File: config.mk
export PLATFORM = sky130hd
export DESIGN_NAME = bp_me_mem_cmd_router
export DESIGN_NICKNAME = d
export VERILOG_FILES = /design/src/rtl/bp_me_mem_cmd_router.sv
export SDC_FILE = /design/constraint.sdc
export NUM_CORES = 1
export LEC_CHECK = 0
export ABC_AREA = 1
export BUFFER_PORTS_ARGS = -buffer_cell sky130_fd_sc_hd__clkbuf_2
export CORE_AREA = 2 2 322 324
export DETAILED_ROUTE_END_ITERATION = 8
export DIE_AREA = 0 0 324 326
export PLACE_DENSITY = 0.3
export SLEW_MARGIN = 5
export SYNTH_ARGS = -nofsm -noshare
export SYNTH_HDL_FRONTEND = slang
export SYNTH_SLANG_ARGS = --single-unit
File: constraint.sdc
create_clock -name clk_i -period 3 [get_ports clk_i]
set_clock_uncertainty 0.15 [all_clocks]
set_input_delay 0.3 -clock clk_i [delete_from_list [all_inputs] [get_ports clk_i]]
set_output_delay 0.3 -clock clk_i [all_outputs]
set_load 0.005 [all_outputs]
File: src/rtl/bp_me_mem_cmd_router.sv
`default_nettype none
// ============================================================================
//  Module      : bp_me_mem_cmd_router
//  Description : N-target memory-command router for a CCE mem_cmd/mem_resp
//                port. Commands are decoded by address to one local target
//                (zero-latency pass-through). The target ID of every accepted
//                command is recorded in an order-tracking FIFO so responses are
//                handed back to the CCE strictly in command order, even when
//                targets answer out of order.
//  Revision    : 1.0  initial release
// ============================================================================
module bp_me_mem_cmd_router #(
    parameter int num_tgt_p          = 2,
    parameter int msg_width_p        = 128,
    parameter int paddr_width_p      = 40,
    parameter logic [paddr_width_p-1:0] local_limit_p = paddr_width_p'(32'h8000_0000),
    parameter int dev_offset_p       = 20,
    parameter int dev_width_p        = 4,
    parameter int default_tgt_p      = 0,
    parameter logic [4*(2**dev_width_p)-1:0] dev_map_p =
        {{(4*(2**dev_width_p)-8){1'b0}}, 8'h10},
    parameter int max_outstanding_p  = 8
) (
    input  logic                                 clk_i,
    input  logic                                 reset_n_i,

    input  logic [msg_width_p-1:0]               cmd_i,
    input  logic [paddr_width_p-1:0]             cmd_addr_i,
    input  logic                                 cmd_v_i,
    output logic                                 cmd_ready_o,

    output logic [msg_width_p-1:0]               resp_o,
    output logic                                 resp_v_o,
    input  logic                                 resp_yumi_i,

    output logic [num_tgt_p*msg_width_p-1:0]     tgt_cmd_o,
    output logic [num_tgt_p-1:0]                 tgt_cmd_v_o,
    input  logic [num_tgt_p-1:0]                 tgt_cmd_ready_i,

    input  logic [num_tgt_p*msg_width_p-1:0]     tgt_resp_i,
    input  logic [num_tgt_p-1:0]                 tgt_resp_v_i,
    output logic [num_tgt_p-1:0]                 tgt_resp_yumi_o,

    output logic [$clog2(max_outstanding_p+1)-1:0] outstanding_o,
    output logic                                 unmapped_o
);

    localparam int c_tgt_w = $clog2(num_tgt_p);
    localparam int c_ptr_w = $clog2(max_outstanding_p);
    localparam int c_cnt_w = $clog2(max_outstanding_p + 1);

    localparam logic [c_cnt_w-1:0] c_depth       = c_cnt_w'(max_outstanding_p);
    localparam logic [c_tgt_w-1:0] c_default_tgt = c_tgt_w'(default_tgt_p);

    // ------------------------------------------------------------------------
    // Order-tracking FIFO state
    // ------------------------------------------------------------------------
    logic [c_tgt_w-1:0] fifo_q [max_outstanding_p];
    logic [c_ptr_w-1:0] wr_ptr_q, wr_ptr_d;
    logic [c_ptr_w-1:0] rd_ptr_q, rd_ptr_d;
    logic [c_cnt_w-1:0] count_q,  count_d;

    logic               w_full;
    logic               w_empty;
    logic [c_tgt_w-1:0] w_head;

    // ------------------------------------------------------------------------
    // Decode / handshake wires
    // ------------------------------------------------------------------------
    logic [dev_width_p-1:0] w_dev_field;
    logic [3:0]             w_map_entry;
    logic [c_tgt_w-1:0]     w_tgt_sel;
    logic                   w_unmapped;
    logic                   w_sel_ready;
    logic                   w_cmd_fire_v;
    logic                   w_push;
    logic                   w_head_v;
    logic                   w_pop;

    assign w_full  = (count_q == c_depth);
    assign w_empty = (count_q == '0);
    assign w_head  = fifo_q[rd_ptr_q];

    // Address decode: non-local goes to the default target; local addresses
    // look up the device map and fall back to the default when unmapped.
    always_comb begin
        w_dev_field = cmd_addr_i[dev_offset_p +: dev_width_p];
        w_map_entry = dev_map_p[32'(w_dev_field)*4 +: 4];
        w_tgt_sel   = c_default_tgt;
        w_unmapped  = 1'b0;
        if (cmd_addr_i < local_limit_p) begin
            if (32'(w_map_entry) < num_tgt_p) begin
                w_tgt_sel = w_map_entry[c_tgt_w-1:0];
            end else begin
                w_unmapped = 1'b1;
            end
        end
    end

    // Select the ready of the decoded target.
    always_comb begin
        w_sel_ready = 1'b0;
        for (int i = 0; i < num_tgt_p; i++) begin
            if (w_tgt_sel == c_tgt_w'(i)) begin
                w_sel_ready = tgt_cmd_ready_i[i];
            end
        end
    end

    // Select the response and valid of the target at the FIFO head.
    always_comb begin
        w_head_v = 1'b0;
        resp_o   = '0;
        for (int i = 0; i < num_tgt_p; i++) begin
            if (w_head == c_tgt_w'(i)) begin
                w_head_v = tgt_resp_v_i[i];
                resp_o   = tgt_resp_i[i*msg_width_p +: msg_width_p];
            end
        end
    end

    // Ready never depends on resp_yumi_i: a full FIFO blocks pushes even if
    // the head is popped in the same cycle. Reset forces the handshakes low.
    assign w_cmd_fire_v = reset_n_i & cmd_v_i & ~w_full;
    assign cmd_ready_o  = reset_n_i & w_sel_ready & ~w_full;
    assign w_push       = cmd_v_i & cmd_ready_o;
    assign unmapped_o   = w_push & w_unmapped;

    assign resp_v_o     = reset_n_i & ~w_empty & w_head_v;
    assign w_pop        = resp_yumi_i & resp_v_o;

    assign outstanding_o = count_q;

    // Per-target command broadcast, one-hot valid, and head-only consume.
    for (genvar g = 0; g < num_tgt_p; g++) begin : g_tgt
        assign tgt_cmd_o[g*msg_width_p +: msg_width_p] = cmd_i;
        assign tgt_cmd_v_o[g]     = w_cmd_fire_v & (w_tgt_sel == c_tgt_w'(g));
        assign tgt_resp_yumi_o[g] = w_pop & (w_head == c_tgt_w'(g));
    end

    // FIFO pointer and occupancy next-state; pointers wrap naturally since
    // the depth is a power of two.
    always_comb begin
        wr_ptr_d = wr_ptr_q;
        rd_ptr_d = rd_ptr_q;
        count_d  = count_q;
        if (w_push) begin
            wr_ptr_d = wr_ptr_q + c_ptr_w'(1);
        end
        if (w_pop) begin
            rd_ptr_d = rd_ptr_q + c_ptr_w'(1);
        end
        if (w_push && !w_pop) begin
            count_d = count_q + c_cnt_w'(1);
        end else if (!w_push && w_pop) begin
            count_d = count_q - c_cnt_w'(1);
        end
    end

    // FIFO state registers; asynchronous reset empties the FIFO at once.
    always_ff @(posedge clk_i or negedge reset_n_i) begin
        if (!reset_n_i) begin
            wr_ptr_q <= '0;
            rd_ptr_q <= '0;
            count_q  <= '0;
            for (int i = 0; i < max_outstanding_p; i++) begin
                fifo_q[i] <= '0;
            end
        end else begin
            wr_ptr_q <= wr_ptr_d;
            rd_ptr_q <= rd_ptr_d;
            count_q  <= count_d;
            if (w_push) begin
                fifo_q[wr_ptr_q] <= w_tgt_sel;
            end
        end
    end

`ifndef SYNTHESIS
    // Protocol sanity: one-hot command valid, consume only when valid,
    // never push into a full FIFO.
    always @(posedge clk_i) begin
        if (reset_n_i) begin
            assert ($onehot0(tgt_cmd_v_o));
            assert (!resp_yumi_i || resp_v_o);
            assert (!(w_push && w_full));
        end
    end
`endif

endmodule
`default_nettype wire

* Yosys cells after proc, flatten, opt, wreduce, memory -nomap -nowiden *
Cells that the tools add are included.

operators by class
  add/sub/neg operators = 4
  magnitude comparators = 5
  equal/unequal tests = 1
  shift-type cells = 1
  muxes and demuxes = 15
  bitwise operators = 19
  reduce and logical (&&, ||, !) cells = 7

operator list
  kind                       number
  $mux W128                  1
  $shiftx A64 B7 Y4 const A  1
  $lt A40 B32 Y1 const B     1
  $and A1 B1 Y1              13
  $mux W1                    9
  $bwmux W8                  1
  $ge A4 B4 Y1 const B       2
  $mux W4                    2
  $not A3 Y4                 2
  $add A3 B1 Y3 const B      2
  $add A4 B1 Y4 const B      1
  $eq A4 B4 Y1 const B       1
  $logic_not A4 Y1           1
  $lt A4 B1 Y1 const B       1
  $lt A4 B2 Y1 const B       1
  $not A1 Y1                 4
  $sub A4 B1 Y4 const B      1
  $bmux W1 S3                1
  $demux W1 S3               1
  $logic_and A1 B1 Y1        3
  $logic_not A1 Y1           2
  $reduce_bool A2 Y1         1

word-level totals
  bits in registers = 18
  bits of input ports = 432
  output and inout port bits = 395
  logic and storage cells = 63

* Longest topological paths before layout *
  depth in word-level cells = 12
  mapped depth = 17
  depth with buffers taken out = 17

* Worst setup path after synthesis *
No wires, ideal clock.

  kind = register to register
  start point = register rd_ptr_q[0]
  end point = register count_q[3], in the netlist outstanding_o[3]
  setup time = 0.122 ns
  arrival time = 2.288 ns
  required time = 2.728 ns
  setup slack = 0.440 ns
  stages on the path, launching flop included = 18
  buffers on the path = 0
  clock period less this slack = 2.560 ns
  path through = dfrtp_1 > inv_2 > nand2_1 > nand3_1 > nand3_1 > nand2_2 > nand2_1 > nand2_1 > nand3_2 > ha_1 > inv_1 > ha_1 > a21o_1 > a21oi_1 > nor2_1 > nor2_1 > nand2_1 > xor2_1

between the ends
  longest elaborated chain between the ends = 10
  elaborated cells on any way between the ends = 12
  those cells by class = mux: 5; bitwise: 3; reduce/logical: 4

RTL lines
  what                                             RTL line  source
  start, declared                                  60        logic [c_ptr_w-1:0] rd_ptr_q, rd_ptr_d;
  start signal, assigned                           171       rd_ptr_q <= rd_ptr_d;
  $not A3 Y4 (not written as such) (*)             82        assign w_head = fifo_q[rd_ptr_q];
  $bmux W1 S3 (*)                                  82
  $mux W1 (not written as such) (*) (2 in series)  82
  $mux W1 (*)                                      115       if (w_head == c_tgt_w'(i)) begin
  $and A1 B1 Y1 (*)                                129       assign resp_v_o = reset_n_i & ~w_empty & w_head_v;
  $and A1 B1 Y1 (*)                                130       assign w_pop = resp_yumi_i & resp_v_o;
  $logic_not A1 Y1                                 153       if (w_push && !w_pop) begin
  $logic_and A1 B1 Y1                              153
  $mux W4 or $reduce_bool A2 Y1 (tied branches)    -
  end signal, assigned                             172       count_q <= count_d;
  end, declared                                    61        logic [c_cnt_w-1:0] count_q, count_d;

Every way passes the cells marked *; elsewhere a longest branch is shown, timed or not. The select of a mux whose other input is x is not followed.
A chain may end at the register's enable or synchronous reset.

* Worst setup path after layout *
  start point = input port reset_n_i
  end point = register count_q[3], in the netlist outstanding_o[3]

between the ends
  longest elaborated chain between the ends = 6
  elaborated cells on any way between the ends = 12
  those cells by class = mux: 1; bitwise: 6; reduce/logical: 5

RTL lines
  what                             RTL line  source
  start, declared                  25        input logic reset_n_i,
  $and A1 B1 Y1 (*) (2 in series)  125       assign cmd_ready_o = reset_n_i & w_sel_ready & ~w_full;
  $and A1 B1 Y1 (*)                126       assign w_push = cmd_v_i & cmd_ready_o;
  net w_push                       76        logic w_push;
  $logic_not A1 Y1                 155       end else if (!w_push && w_pop) begin
  $logic_and A1 B1 Y1              155
  $reduce_bool A2 Y1 (no line)     -

Mark *: on every way through the listed nets, which the timed path passes. The rest lies on a longest branch.

==> impl_metrics.yaml <==
synth:
  syn_area_mm2: 0.00482
  yosysWarningCount: 0
  synth_nets: 1278
  yosysUniqueCellTypes: 29
  ys_seq_elements: 18
  seq_area_frac_synth_pct: 9.35
  synth.avg_cell_area_um2: 5.74
  syn-instance-count: 840
pwr:
  switching_power_mw: 3.08
  intPower_mw: 2.22
  peakVddDrop_v: 0.000550
  seqPwrFrac_pct: 7.4
  powerDensity_mw_per_mm2: 783
  comb_power_share_pct: 87.5
  swShare_pct: 58.1
  p_leak_nw: 3.63
  pwr-share-clk_pct: 5.1
clock_network:
  clock_sinks: 18
  numCtsBuffers: 3
  root_buffer: "clkbuf_16"
  clk_latency_ps: 250
  clk_pin_slew_ps: 60
  cts_buffer_depth: 2
  cts_tree: "yes"
  h-tree-depth: 1
setup_path:
  crit_fanout: 3
  critPathKind: "in -> reg"
  critPathMaxStageDelay_ps: 520
  cp_cell_sequence: "dlygate4sd3_1 -> clkbuf_2 -> inv_1 -> a31oi_1 -> buf_4 -> nand2_1 -> nor2_4 -> nand2_4 -> inv_2 -> ha_2 -> inv_1 -> ha_1 -> a21o_1 -> a21oi_2 -> nor2_1 -> nor2_1 -> nand2_1 -> xor2_1"
  slowest_stage: "dlygate4sd3_1"
  cp-start-kind: "input pin"
  cp_data_required_time_ps: 2990
  worstPathArrival_ps: 2780
  crit_family: "buffers and inverters"
  cp-end-kind: "register"
  crit_buf_inv: 6
layout:
  final_util_pct: 6.60
  antennaDiodeCount: 0
  multi_input_area_mm2: 0.00215
  areaGrowthSynthToFinish_pct: 40.6
  final_area_mm2: 0.00678
  final_cells: 2369
  register_area_um2: 452
  fin_nets: 1429
  nFillCells: 12300
  drive_above_1_share_pct: 45.5
global_route:
  antenna_found_initial: 17
  grt_pass1_vias: 5056
  grt_max_degree: 73
  grt-ovfl-total: 0
  grt_pass1_wl_um: 40200
  grt.total_usage_pct: 5.54
floorplan:
  dieWidth_um: 324
  die_area_mm2: 0.106
  io_pins: 827
  core_mm2: 0.103
  rows: 118
  die_h_um: 326
  start_util_pct: 4.70
flow_run:
  maxCapViolCount: 0
hold_path:
  hold_class: "in -> reg"
sta:
  layout_min_cycle_time_ps: 2790
  holdWs_ps: 207
  rsz0062_at_grt: "false"
  drv_slew: 0
  post-route-period-util_pct: 93.0
  finalSetupViolations: 0
  fin_tns_setup_ps: 0
  hold_viol: 0
  clock.fmax_mhz: 358
placement:
  numPortBuffers: 414
  post_dp_cell_area_mm2: 0.00666
  dp_hpwl_um: 28800
  place_congestion: 0.674
  placed_cells: 2365
route:
  drtPass1Iterations: 4
  ant_nets: 0
  vias: 5327
  wire_per_inst_um: 13.6
  wl_um: 32100
  drtIter0Drc: 167
  vias_per_cell: 2.25
  post-route-drc-count: 0
run_status:
  status: "complete, no violations"
## cell families (layout without fill, tap and decap cells)
| family | count (synthesis) | in the layout | synth area share [%] |
|---|---|---|---|
| other cells | 1 | 1 | 0.0778 |
| flops | 18 | 18 | 9.35 |
| simple gates | 490 | 490 | 39.9 |
| compound gates | 8 | 8 | 0.987 |
| xor+xnor | 6 | 6 | 1.09 |
| buf+inv | 310 | 459 | 46.7 |
| mux | 1 | 1 | 0.234 |
| fa+ha+maj | 6 | 6 | 1.71 |
## state kept, by name (all words and copies together), names as in the netlist
| name | cells |
|---|---|
| outstanding_o | 4 |
| fifo_q | 8 |
| wr_ptr_q | 3 |
| rd_ptr_q | 3 |
## synthesized netlist by cell type
cell type | n | area [µm²]
nand2_1 | 434 | 1630
buf_4 | 259 | 1940
nor2_1 | 22 | 82.6
inv_1 | 20 | 75.1
dfrtp_1 | 18 | 450
nand3_1 | 15 | 75.1
buf_2 | 13 | 65.1
buf_6 | 13 | 146
nand4_1 | 12 | 75.1
ha_1 | 5 | 62.6
clkbuf_1 | 3 | 11.3
xnor2_1 | 3 | 26.3
xor2_1 | 3 | 26.3
a21oi_1 | 2 | 10.0
a31oi_1 | 2 | 12.5
inv_2 | 2 | 7.51
nand2_2 | 2 | 12.5
a21boi_0 | 1 | 7.51
a21o_1 | 1 | 7.51
conb_1 | 1 | 3.75
fa_1 | 1 | 20.0
mux2_2 | 1 | 11.3
nand3_2 | 1 | 10.0
nand3b_1 | 1 | 7.51
nor2_4 | 1 | 11.3
nor3_1 | 1 | 5.00
nor3b_2 | 1 | 12.5
o21ai_0 | 1 | 5.00
o21ai_1 | 1 | 5.00
## worst paths after layout
| check | depth (start not counted) | endpoint | startpoint | slack (ps) |
|---|---|---|---|---|
| max | 18 | outstanding_o[3]$_DFFE_PN0P_ | reset_n_i | 210 |
| min | 3 | rd_ptr_q[2]$_DFFE_PN0P_ | resp_yumi_i | 210 |
| max reg2reg | 17 | outstanding_o[3]$_DFFE_PN0P_ | rd_ptr_q[0]$_DFFE_PN0P_ | 380 |
| min reg2reg | 2 | fifo_q[4]$_DFFE_PN0P_ | fifo_q[4]$_DFFE_PN0P_ | 320 |
| max in group asynchronous | 3 | rd_ptr_q[0]$_DFFE_PN0P_ | reset_n_i | 2040 |
| min in group asynchronous | 3 | rd_ptr_q[1]$_DFFE_PN0P_ | reset_n_i | 430 |
## cell type report
class | instances | share of cell area, %
clock buffer | 3 | 1.11
inverter | 22 | 1.26
multi-input combinational | 512 | 31.8
sequential | 18 | 6.67
tap | 1380 | 25.5
timing repair buffer | 434 | 33.7
## power groups by stage
| stage | clock (mW) | combinational (mW) | sequential, mW |
|---|---|---|---|
| floorplan | 0 | 2.73 | 0.389 |
| global placement | 0 | 4.89 | 0.395 |
| detailed placement | 0 | 4.84 | 0.394 |
| CTS | 0.285 | 4.87 | 0.391 |
| global route | 0.293 | 5.37 | 0.406 |
| finish | 0.272 | 4.64 | 0.393 |
## through the flow
| step | worst slack (ps) | power [mW] |
|---|---|---|
| floorplan | 440 | 3.12 |
| global placement | 168 | 5.28 |
| detailed placement | 211 | 5.24 |
| CTS | 67.1 | 5.55 |
| global route | 3.25 | 6.07 |
| finish | 209 | 5.30 |
## placed cells by master (no fill, tap or decap), drive strengths merged
| cell type | count |
|---|---|
| o21ai | 2 |
| nor3 | 1 |
| a31oi | 2 |
| xnor2 | 3 |
| a21oi | 2 |
| dfrtp | 18 |
| clkbuf | 416 |
| ha | 5 |
| a21o | 1 |
| nand3b | 1 |
| fa | 1 |
| buf | 20 |
| inv | 22 |
| nand4 | 12 |
| a21boi | 1 |
| nor3b | 1 |
| nand2 | 436 |
| xor2 | 3 |
| conb | 1 |
| mux2 | 1 |
| nor2 | 23 |
| nand3 | 16 |
| dlygate4sd3 | 1 |
## worst register-to-register path: cells and delay by family (launching register included)
family	cells	cell delay, ps
buf+inv	2	200
compound gates	2	310
simple gates	10	830
fa+ha+maj	2	440
flops	1	450
xor+xnor	1	140
## repair_timing
| item | in CTS | in global routing |
|---|---|---|
| setup buffers | 0 | 0 |
| hold buffers | 1 | 0 |
| setup endpoints to repair | 7 | 40 |
| hold endpoints to repair | 18 | 0 |
| gates resized for setup | 2 | 7 |
## layer usage
| layer | wire length (µm) | GRT usage (%) | part of all wire [%] | vias to the layer above |
|---|---|---|---|---|
| li1 | - | - | - | 2578 |
| met2 | 13100 | 8.35 | 41 | 499 |
| met3 | 5810 | 4.28 | 18 | 81 |
| met4 | 854 | 1.20 | 2.7 | 20 |
| met5 | 325 | 1.54 | 1.0 | - |
| met1 | 12100 | 5.98 | 38 | 2149 |
Power figures use the tool's default switching activity.
